**config.mk**
```make
export PLATFORM = sky130hd
export DESIGN_NAME = lbm_stream_engine
export DESIGN_NICKNAME = d
export VERILOG_FILES = /design/src/rtl/lbm_stream_engine.sv
export SDC_FILE = /design/constraint.sdc
export NUM_CORES = 2
export LEC_CHECK = 0
export BUFFER_PORTS_ARGS = -buffer_cell sky130_fd_sc_hd__buf_4
export CAP_MARGIN = 15
export CORE_AREA = 2 2 411 413
export CTS_BUF_LIST = sky130_fd_sc_hd__clkbuf_2
export DETAILED_ROUTE_END_ITERATION = 10
export DIE_AREA = 0 0 413 415
export SETUP_SLACK_MARGIN = 0.02
export SLEW_MARGIN = 20
export SYNTH_ARGS = -nofsm -noshare
export SYNTH_HDL_FRONTEND = slang
export SYNTH_SLANG_ARGS = --single-unit
```
**constraint.sdc**
```tcl
create_clock -name clk_in -period 6.5 [get_ports clk_in]
set_input_delay 0 -clock clk_in [delete_from_list [all_inputs] [get_ports clk_in]]
set_output_delay 0 -clock clk_in [all_outputs]
set_load 0.02 [all_outputs]
```
**src/rtl/lbm_stream_engine.sv**
```systemverilog
// D2Q9 lattice sequencer: equilibrium fill, then fused collide-and-stream
// over two ping-pong banks split into nine per-direction memories.
//
// Ports:
//   clk_in, rst_n_in     clock, synchronous active-low reset
//   start_in             start pulse (accepted only when idle)
//   num_steps_in         steps to run, sampled on accepted start
//   busy_out, done_out   run in progress / one-cycle completion pulse
//   step_count_out       completed steps in this run
//   rd_bank_out          bank holding the current lattice
//   rd_en_out            read strobe, one cell per cycle
//   rd_addr_out          cell address, shared by all nine memories
//   rd_data_in           nine populations, valid RD_LAT cycles after rd_en_out
//   col_valid_out        cell populations to the collision module are valid
//   col_data_out         populations to collide
//   col_valid_in         collided result is valid (in order, one per cell)
//   col_data_in          collided populations
//   wr_bank_out          bank being written
//   wr_en_out            per-direction write enable
//   wr_addr_out          per-direction write address
//   wr_data_out          per-direction write data
module lbm_stream_engine #(
    parameter int GRID_W = 200,
    parameter int GRID_H = 158,
    parameter int DATA_W = 8,
    parameter int RD_LAT = 2,
    parameter int EDGE_MODE = 0,
    parameter logic [DATA_W-1:0] INIT_E = DATA_W'(8'h0F),
    parameter logic [DATA_W-1:0] INIT_O = DATA_W'(8'h01),
    parameter int CELLS = GRID_W * GRID_H,
    parameter int ADDR_W = (CELLS > 1) ? $clog2(CELLS) : 1
) (
    input  logic                  clk_in,
    input  logic                  rst_n_in,
    input  logic                  start_in,
    input  logic [15:0]           num_steps_in,
    output logic                  busy_out,
    output logic                  done_out,
    output logic [15:0]           step_count_out,
    output logic                  rd_bank_out,
    output logic                  rd_en_out,
    output logic [ADDR_W-1:0]     rd_addr_out,
    input  logic [9*DATA_W-1:0]   rd_data_in,
    output logic                  col_valid_out,
    output logic [9*DATA_W-1:0]   col_data_out,
    input  logic                  col_valid_in,
    input  logic [9*DATA_W-1:0]   col_data_in,
    output logic                  wr_bank_out,
    output logic [8:0]            wr_en_out,
    output logic [9*ADDR_W-1:0]   wr_addr_out,
    output logic [9*DATA_W-1:0]   wr_data_out
);

    localparam int XW = (GRID_W > 1) ? $clog2(GRID_W) : 1;
    localparam int YW = (GRID_H > 1) ? $clog2(GRID_H) : 1;
    localparam int FD = 32;
    localparam int CW = ADDR_W + 1;
    // Direction 0 sits in the low bits; only east (3) differs.
    localparam logic [9*DATA_W-1:0] INIT_VEC =
        {{5{INIT_O}}, INIT_E, {3{INIT_O}}};

    typedef enum logic [2:0] {
        S_IDLE, S_SETUP, S_RUN, S_DRAIN, S_SWAP, S_DONE
    } state_t;

    state_t state, next;

    logic [ADDR_W-1:0]   cnt;
    logic [XW-1:0]       x;
    logic [YW-1:0]       y;
    logic [CW-1:0]       wr_cnt;
    logic [15:0]         num_q;
    logic [15:0]         step_q;
    logic                rd_bank;
    logic [RD_LAT-1:0]   vpipe;
    logic                col_valid_q;
    logic [9*DATA_W-1:0] col_data_q;
    logic [4:0]          wp;
    logic [4:0]          rp;
    logic [XW-1:0]       fx_m [FD];
    logic [YW-1:0]       fy_m [FD];
    logic [ADDR_W-1:0]   fa_m [FD];
    logic [8:0]          wr_en_q;
    logic                wr_bank_q;
    logic [9*ADDR_W-1:0] wr_addr_q;
    logic [9*DATA_W-1:0] wr_data_q;
    logic [9*ADDR_W-1:0] wa_n;
    logic [9*DATA_W-1:0] wd_n;
    logic                last_cell;
    logic                last_x;
    logic                take;
    logic                rd_en;

    function automatic int dx_of(input int d);
        case (d)
            2, 3, 4: return 1;
            6, 7, 8: return -1;
            default: return 0;
        endcase
    endfunction

    function automatic int dy_of(input int d);
        case (d)
            1, 2, 8: return -1;
            4, 5, 6: return 1;
            default: return 0;
        endcase
    endfunction

    assign last_cell = (cnt == ADDR_W'(CELLS - 1));
    assign last_x    = (x == XW'(GRID_W - 1));
    assign rd_en     = (state == S_RUN);
    // Results are only meaningful while a step is in flight.
    assign take      = col_valid_in &&
                       (state == S_RUN || state == S_DRAIN);

    always_ff @(posedge clk_in) begin
        if (!rst_n_in) begin
            state <= S_IDLE;
        end else begin
            state <= next;
        end
    end

    always_comb begin
        next = state;
        unique case (state)
            S_IDLE:  if (start_in) next = S_SETUP;
            S_SETUP: if (last_cell)
                         next = (num_q == 16'd0) ? S_DONE : S_RUN;
            S_RUN:   if (last_cell) next = S_DRAIN;
            S_DRAIN: if (wr_cnt == CW'(CELLS)) next = S_SWAP;
            S_SWAP:  next = (step_q + 16'd1 == num_q) ? S_DONE : S_RUN;
            S_DONE:  next = S_IDLE;
            default: next = S_IDLE;
        endcase
    end

    // Stream targets for the cell at the head of the coordinate FIFO.
    // Wrapping is done by adding/subtracting a row or the whole lattice,
    // so no division or modulo is needed.
    always_comb begin
        wa_n = '0;
        wd_n = '0;
        for (int d = 0; d < 9; d++) begin
            int  nx;
            int  ny;
            int  t;
            logic oob;
            nx  = int'(fx_m[rp]) + dx_of(d);
            ny  = int'(fy_m[rp]) + dy_of(d);
            t   = int'(fa_m[rp]) + dx_of(d) + dy_of(d) * GRID_W;
            oob = 1'b0;
            if (nx < 0) begin
                t   = t + GRID_W;
                oob = 1'b1;
            end else if (nx >= GRID_W) begin
                t   = t - GRID_W;
                oob = 1'b1;
            end
            if (ny < 0) begin
                t   = t + CELLS;
                oob = 1'b1;
            end else if (ny >= GRID_H) begin
                t   = t - CELLS;
                oob = 1'b1;
            end
            wa_n[d*ADDR_W +: ADDR_W] = ADDR_W'(t);
            if (oob && EDGE_MODE == 1) begin
                wd_n[d*DATA_W +: DATA_W] = INIT_VEC[d*DATA_W +: DATA_W];
            end else begin
                wd_n[d*DATA_W +: DATA_W] = col_data_in[d*DATA_W +: DATA_W];
            end
        end
    end

    always_ff @(posedge clk_in) begin
        if (rd_en) begin
            fx_m[wp] <= x;
            fy_m[wp] <= y;
            fa_m[wp] <= cnt;
        end
    end

    always_ff @(posedge clk_in) begin
        if (!rst_n_in) begin
            cnt         <= '0;
            x           <= '0;
            y           <= '0;
            wr_cnt      <= '0;
            num_q       <= '0;
            step_q      <= '0;
            rd_bank     <= 1'b0;
            vpipe       <= '0;
            col_valid_q <= 1'b0;
            col_data_q  <= '0;
            wp          <= '0;
            rp          <= '0;
            wr_en_q     <= '0;
            wr_bank_q   <= 1'b0;
            wr_addr_q   <= '0;
            wr_data_q   <= '0;
        end else begin
            wr_en_q  <= '0;
            vpipe[0] <= rd_en;
            for (int i = 1; i < RD_LAT; i++) begin
                vpipe[i] <= vpipe[i-1];
            end
            col_valid_q <= vpipe[RD_LAT-1];
            if (vpipe[RD_LAT-1]) begin
                col_data_q <= rd_data_in;
            end
            unique case (state)
                S_IDLE: begin
                    if (start_in) begin
                        num_q  <= num_steps_in;
                        step_q <= '0;
                        cnt    <= '0;
                        x      <= '0;
                        y      <= '0;
                        wr_cnt <= '0;
                        wp     <= '0;
                        rp     <= '0;
                    end
                end
                S_SETUP: begin
                    wr_en_q   <= 9'h1FF;
                    wr_bank_q <= 1'b0;
                    wr_addr_q <= {9{cnt}};
                    wr_data_q <= INIT_VEC;
                    if (last_cell) begin
                        cnt     <= '0;
                        rd_bank <= 1'b0;
                    end else begin
                        cnt <= cnt + 1'b1;
                    end
                end
                S_RUN: begin
                    wp <= wp + 1'b1;
                    if (last_cell) begin
                        cnt <= '0;
                        x   <= '0;
                        y   <= '0;
                    end else begin
                        cnt <= cnt + 1'b1;
                        if (last_x) begin
                            x <= '0;
                            y <= y + 1'b1;
                        end else begin
                            x <= x + 1'b1;
                        end
                    end
                end
                S_SWAP: begin
                    rd_bank <= ~rd_bank;
                    step_q  <= step_q + 16'd1;
                    wr_cnt  <= '0;
                end
                default: ;
            endcase
            if (take) begin
                rp        <= rp + 1'b1;
                wr_cnt    <= wr_cnt + 1'b1;
                wr_en_q   <= 9'h1FF;
                wr_bank_q <= ~rd_bank;
                wr_addr_q <= wa_n;
                wr_data_q <= wd_n;
            end
        end
    end

    assign busy_out       = state inside {S_SETUP, S_RUN, S_DRAIN, S_SWAP};
    assign done_out       = (state == S_DONE);
    assign step_count_out = step_q;
    assign rd_bank_out    = rd_bank;
    assign rd_en_out      = rd_en;
    assign rd_addr_out    = rd_en ? cnt : '0;
    assign col_valid_out  = col_valid_q;
    assign col_data_out   = col_data_q;
    assign wr_bank_out    = wr_bank_q;
    assign wr_en_out      = wr_en_q;
    assign wr_addr_out    = wr_addr_q;
    assign wr_data_out    = wr_data_q;

endmodule

```
# After elaboration in Yosys (flattened, before gate mapping)
# Memory sizes are Yosys's and may differ from the RTL's. A register that Yosys moved wholly into a read port is not among the register bits.
# Cells that the tools add are included.
[totals]
ram_bits = 992
reg_bits = 385
latch_bits = 0
elab_cells = 203
output_inout_bits = 325
romBits = 0
memories = 3
in_bits = 164
[memory_table]
columns = ["memory", "depth", "width", "read_ports", "rd_clocked_by_memory_dff", "write_ports", "line", "source"]
rows = [
  ["fa_m", 32, 15, 1, 1, 1, "82", "logic [ADDR_W-1:0] fa_m [FD];"],
  ["fx_m", 32, 8, 1, 1, 1, "80", "logic [XW-1:0] fx_m [FD];"],
  ["fy_m", 32, 8, 1, 1, 1, "81", "logic [YW-1:0] fy_m [FD];"],
]
[op_classes]
multipliers = 0
n_eq_ne = 15
div = 0
n_reduce_logical = 23
mux = 80
order_cmp = 12
n_shift = 0
bitwise = 1
addsub = 52
[ops]
columns = ["cell", "n"]
rows = [
  ["$mux W15", 39],
  ["$mux W135", 2],
  ["$mux W72", 2],
  ["$add A15 B12 Y15 const B", 9],
  ["$sub A15 B12 Y15 const B", 9],
  ["$add A15 B9 Y15 const B", 8],
  ["$sub A15 B9 Y15 const B", 5],
  ["$pmux W16 S2", 2],
  ["$add A15 B8 Y15 const B", 4],
  ["$sub A15 B8 Y15 const B", 4],
  ["$add A15 B1 Y15 const B", 3],
  ["$mux W5", 9],
  ["$mux W8", 5],
  ["$add A16 B1 Y16 const B", 2],
  ["$mux W16", 2],
  ["$pmux W8 S2", 2],
  ["$pmux W15 S2", 1],
  ["$add A9 B1 Y10 const B", 2],
  ["$ge A10 B9 Y1 const B", 2],
  ["$lt A10 B1 Y1 const B", 2],
  ["$add A8 B1 Y9 const B", 2],
  ["$ge A9 B8 Y1 const B", 2],
  ["$lt A9 B1 Y1 const B", 2],
  ["$mux W3", 6],
  ["other kinds (30)", 57],
]

# Logic depth before layout (Yosys ltp)
[logic_depth]
ltp_word = 9
mapped_depth = 30
ltp_nobuf = 24

# Least setup slack after synthesis
# Ideal clock, no wire load.
[synth_timing]
kind = "register to register"
startpoint = "register (tool-made name)"
endpoint = "register wr_addr_q[44] (netlist: wr_addr_out[44])"
setup_ns = 0.086
n_path_buf = 5
setup_slack_ns = 0.027
stages_incl_launch_ff = 27
arrival_ns = 6.388
cell_sequence = "dfxtp_1 buf_4 buf_6 buf_4 buf_2 mux4_2 mux4_2 mux2i_2 inv_1 ha_1 clkbuf_1 inv_1 nor4_4 xnor2_2 inv_2 ha_1 inv_1 o31ai_1 nand4_1 xnor2_1 a41oi_1 xnor2_1 nand2_1 a2111oi_0 a31oi_1 xnor2_1 a211oi_1"
[synth_rtl]
columns = ["element", "line", "source"]
rows = [
  ["end signal, assigned", "229", "wr_addr_q <= {9{cnt}};"],
  ["end signal, assigned", "266", "wr_addr_q <= wa_n;"],
  ["end, declared", "85", "logic [9*ADDR_W-1:0] wr_addr_q;"],
]

==> flow_metrics.env <==
export IMPL_power_leakage_nw=25.8
export IMPL_crit_path_end_kind="flop"
export IMPL_cts_htree_levels=5
export IMPL_crit_required_ns=8.01
export IMPL_worst_setup_path_start_kind="flop"
export IMPL_synth_enable_flop_cells=992
export IMPL_power_density_cell_area_mw_per_mm2=277
export IMPL_hp_start="col_data_in[3]"
export IMPL_path_class="flop to flop"
export IMPL_grt_util_all_layers=0.258
export IMPL_routed_wl_mm=226
export IMPL_cp_slowest_stage_delay_ns=0.75
export IMPL_final_max_slew_viol_count=0
export IMPL_globalplace_congestion=0.945
export IMPL_detailedPlacementHpwl_mm=140
export IMPL_number_of_nets_in_the_finished_design=5875
export IMPL_postSynthAreaPerCell_um2=13.8
export IMPL_placement_rows=150
export IMPL_chipHeight_um=415
export IMPL_ys_flop_type="sky130_fd_sc_hd__edfxtp_1"
export IMPL_largest_net_degree_at_the_start_of_global_routing=148
export IMPL_clock_tree_buffer_depth=4
export IMPL_die_area_mm2=0.171
export IMPL_core_area_mm2=0.167
export IMPL_clk_pin_slew_worst_paths_ns=0.11
export IMPL_synth_seq_cells=1352
export IMPL_hold_violations=0
export IMPL_run_status="finished, final reports clean"
export IMPL_timing_critical_path_mode_cell="sky130_fd_sc_hd__buf_4"
export IMPL_cts_sink_count=1352
export IMPL_timing_hold_worst_class="input pin to flop"
export IMPL_max_slew_worst_pin_slew_ns=1.13
export IMPL_drtAntennaViolNets=0
export IMPL_routed_via_count=45100
export IMPL_placed_cells=6987
export IMPL_layout_cells_most_common="sky130_fd_sc_hd__edfxtp_1"
export IMPL_worst_ep_arrival_time_ns=7.68
export IMPL_syn_instance_count=4322
export IMPL_final_cell_mix="sky130_fd_sc_hd__edfxtp_1 (992), sky130_fd_sc_hd__buf_4 (740), sky130_fd_sc_hd__dlygate4sd3_1 (517), sky130_fd_sc_hd__clkbuf_2 (497), sky130_fd_sc_hd__dfxtp_1 (343)"
export IMPL_residual_drc=0
export IMPL_fin_tns_setup_ns=0
export IMPL_grt_overflow=0
export IMPL_power_ir_vdd_worst_mv=0.181
export IMPL_initial_core_util=0.358
export IMPL_insertion_delay_ns=1.68
export IMPL_wire_per_inst_um=27.8
export IMPL_ys_warnings_count=0
export IMPL_finish_instance_area_mm2=0.0752
export IMPL_crit_chain="buf_4 -> mux2i_1 -> a2111oi_1 -> buf_4 -> nor4_2 -> buf_12 -> inv_2 -> ha_1 -> inv_1 -> nor4_4 -> xnor2_2 -> ha_1 -> or3b_2 -> xnor2_1 -> o31ai_1 -> o21a_1 -> xor2_1 -> buf_4 -> or3_1 -> a21oi_1 -> and3b_1 -> xnor2_1 -> o22ai_1"
export IMPL_worst_clock_skew_ns=0.204
export IMPL_first_global_vias=44000
export IMPL_synth_cell_type_count=115
export IMPL_layoutNonFillerInstCount=8112
export IMPL_postPlaceCellArea_mm2=0.0670
export IMPL_worst_path_max_fanout=20
export IMPL_die_width_um=413
export IMPL_layout_worst_path_cycle_share=0.950
export IMPL_worst_r2r_path_depth=23
export IMPL_buffer_ports_inserted=488
export IMPL_whs_path_depth=5
export IMPL_max_cap_violations=0
export IMPL_cts_tree="built"
export IMPL_ys_seq_area_frac=0.620
export IMPL_fillers=14900
export IMPL_setup_viol_count_final=0
export IMPL_clock_period_minus_worst_slack_ns=6.17
export IMPL_grt_first_pass_wirelength_mm=318
export IMPL_max_freq_mhz=162
export IMPL_reg2reg_slack_ns=0.33
export IMPL_pin_count=489
export IMPL_timing_critical_path_slowest_stage_cell="sky130_fd_sc_hd__a2111oi_1"
export IMPL_clock_root_buffer="sky130_fd_sc_hd__clkbuf_2"
export IMPL_drive_above_1_share=0.274
export IMPL_timing_slew_headroom=0.246
export IMPL_synth_area_mm2=0.0597
export IMPL_syn_nets=4539
export IMPL_detail_route_vias_per_cell=5.56
export IMPL_number_of_antenna_violations_at_the_first_check_in_global_routing=49
export IMPL_worst_hold_end="wr_data_out[3]$_SDFFE_PN0P_"
export IMPL_synth_async_reset_ratio=0
export IMPL_drt_iter0_markers=4913
export IMPL_detail_route_first_pass_iterations=6
export IMPL_cts_buffers=355
export IMPL_rsz_0062_raised_after_global_routing="false"
export IMPL_timing_rr_end="wr_addr_out[73]$_SDFFE_PN0P_"
export IMPL_area_growth_synth_to_final_pct=26.0
layout make-up:
class | count | area (um2) | area share
sequential | 1352 | 37000 | 0.493
clock inverter | 84 | 333 | 0.00443
timing repair buffer | 1269 | 11000 | 0.146
inverter | 55 | 214 | 0.00285
antenna | 26 | 65.1 | 0.000865
clock buffer | 497 | 2490 | 0.0331
multi-input combinational | 2625 | 21300 | 0.283
tap | 2204 | 2760 | 0.0367
power breakdown:
part / internal (W) / total (W) / switching [W]
clock network: 0.00203 / 0.00550 / 0.00347
logic: 0.00219 / 0.00561 / 0.00342
registers: 0.00938 / 0.00969 / 0.000314
Yosys cell counts (all sizes together), types with 11 or more instances:
library cell / n / area, um2
edfxtp: 992 / 29800
nor2: 377 / 1420
dfxtp: 360 / 7210
mux2i: 235 / 2370
nand2: 234 / 881
mux4: 197 / 4440
xnor2: 196 / 1760
buf: 160 / 1020
a21oi: 155 / 780
clkbuf: 130 / 493
nand3: 106 / 541
o21ai: 95 / 475
a211oi: 92 / 696
xor2: 91 / 823
a22oi: 90 / 676
a22o: 67 / 588
and3: 61 / 382
nor3: 58 / 295
inv: 54 / 203
ha: 53 / 663
a221oi: 50 / 463
nand4: 40 / 280
and2: 39 / 244
o22ai: 30 / 188
a31oi: 28 / 175
nor4: 26 / 235
o211ai: 21 / 168
or3: 21 / 136
nand2b: 17 / 106
o31ai: 17 / 155
o21a: 14 / 105
a311oi: 13 / 114
nand3b: 13 / 97.6
or2: 13 / 81.3
nor2b: 12 / 75.1
a21o: 11 / 82.6
critical path, delay by kind of cell (launching register included):
kind / cells / cell delay [ns]
buffers and inverters: 6 / 1.12
DFF: 1 / 0.61
adders and majority gates: 2 / 0.42
and+or+nand+nor: 5 / 1.49
AOI/OAI and AO/OA: 5 / 1.48
xor gates and xnor gates: 4 / 0.83
muxes: 1 / 0.10
registers in the layout, summed over array words and instances (netlist names), named ones only:
register,cells
wp,5
y,8
rp,5
fy_m,256
wr_data_out,72
rd_bank_out,1
wr_cnt,16
state,3
x,8
cnt,15
col_valid_out,1
wr_addr_out,113
wr_en_out,1
wr_bank_out,1
col_data_out,72
fx_m,256
num_q,16
fa_m,480
vpipe,2
step_count_out,16
cells by family (layout without fill, tap and decap cells):
family	after synthesis	in the layout	synth area share
DFF	1352	1352	0.620
and+or+nand+nor	1065	1065	0.0872
adders and majority gates	55	55	0.0114
buffers and inverters	345	1905	0.0288
xor gates and xnor gates	288	288	0.0437
muxes	440	440	0.116
other	0	26	0
AOI/OAI and AO/OA	777	777	0.0934
metrics by stage:
stage | setup slack, ns | utilization | power [W] | hold slack [ns]
after detailed placement | 0.237 | 0.402 | 0.0148 | 0.215
after floorplan | 0.0267 | - | 0.0127 | 0.126
after global placement | 0.194 | 0.402 | 0.0148 | 0.219
final | 0.326 | 0.451 | 0.0208 | 0.256
after global routing | 0.0338 | 0.451 | 0.0216 | 0.127
after CTS | 0.251 | 0.450 | 0.0206 | 0.00806
worst max-delay path by stage:
stage	start	slack, ns	cells past startpoint	to
final	flop	0.33	23	wr_addr_out[73]$_SDFFE_PN0P_
after global routing	flop	0.03	22	wr_addr_out[74]$_SDFFE_PN0P_
after CTS	flop	0.25	23	wr_addr_out[133]$_SDFFE_PN0P_
after detailed placement	flop	0.24	22	wr_addr_out[134]$_SDFFE_PN0P_
after global placement	flop	0.19	22	wr_addr_out[134]$_SDFFE_PN0P_
after floorplan	flop	0.03	26	wr_addr_out[44]$_SDFFE_PN0P_
metal layers:
layer | vias up | routed length (um) | GRT usage
met5 | - | 483 | 0.00537
li1 | 19500 | - | -
met4 | 54 | 16200 | 0.170
met2 | 2421 | 100000 | 0.386
met3 | 652 | 23800 | 0.0962
met1 | 22500 | 85000 | 0.310
repair_timing:
item | CTS | global route
endpoints found under the setup margin | 0 | 19
hold endpoints to repair | 359 | 0
gates resized for setup | 0 | 9
hold buffers | 518 | 0
buffers inserted | 0 | 0
Power figures use the tool's default switching activity.
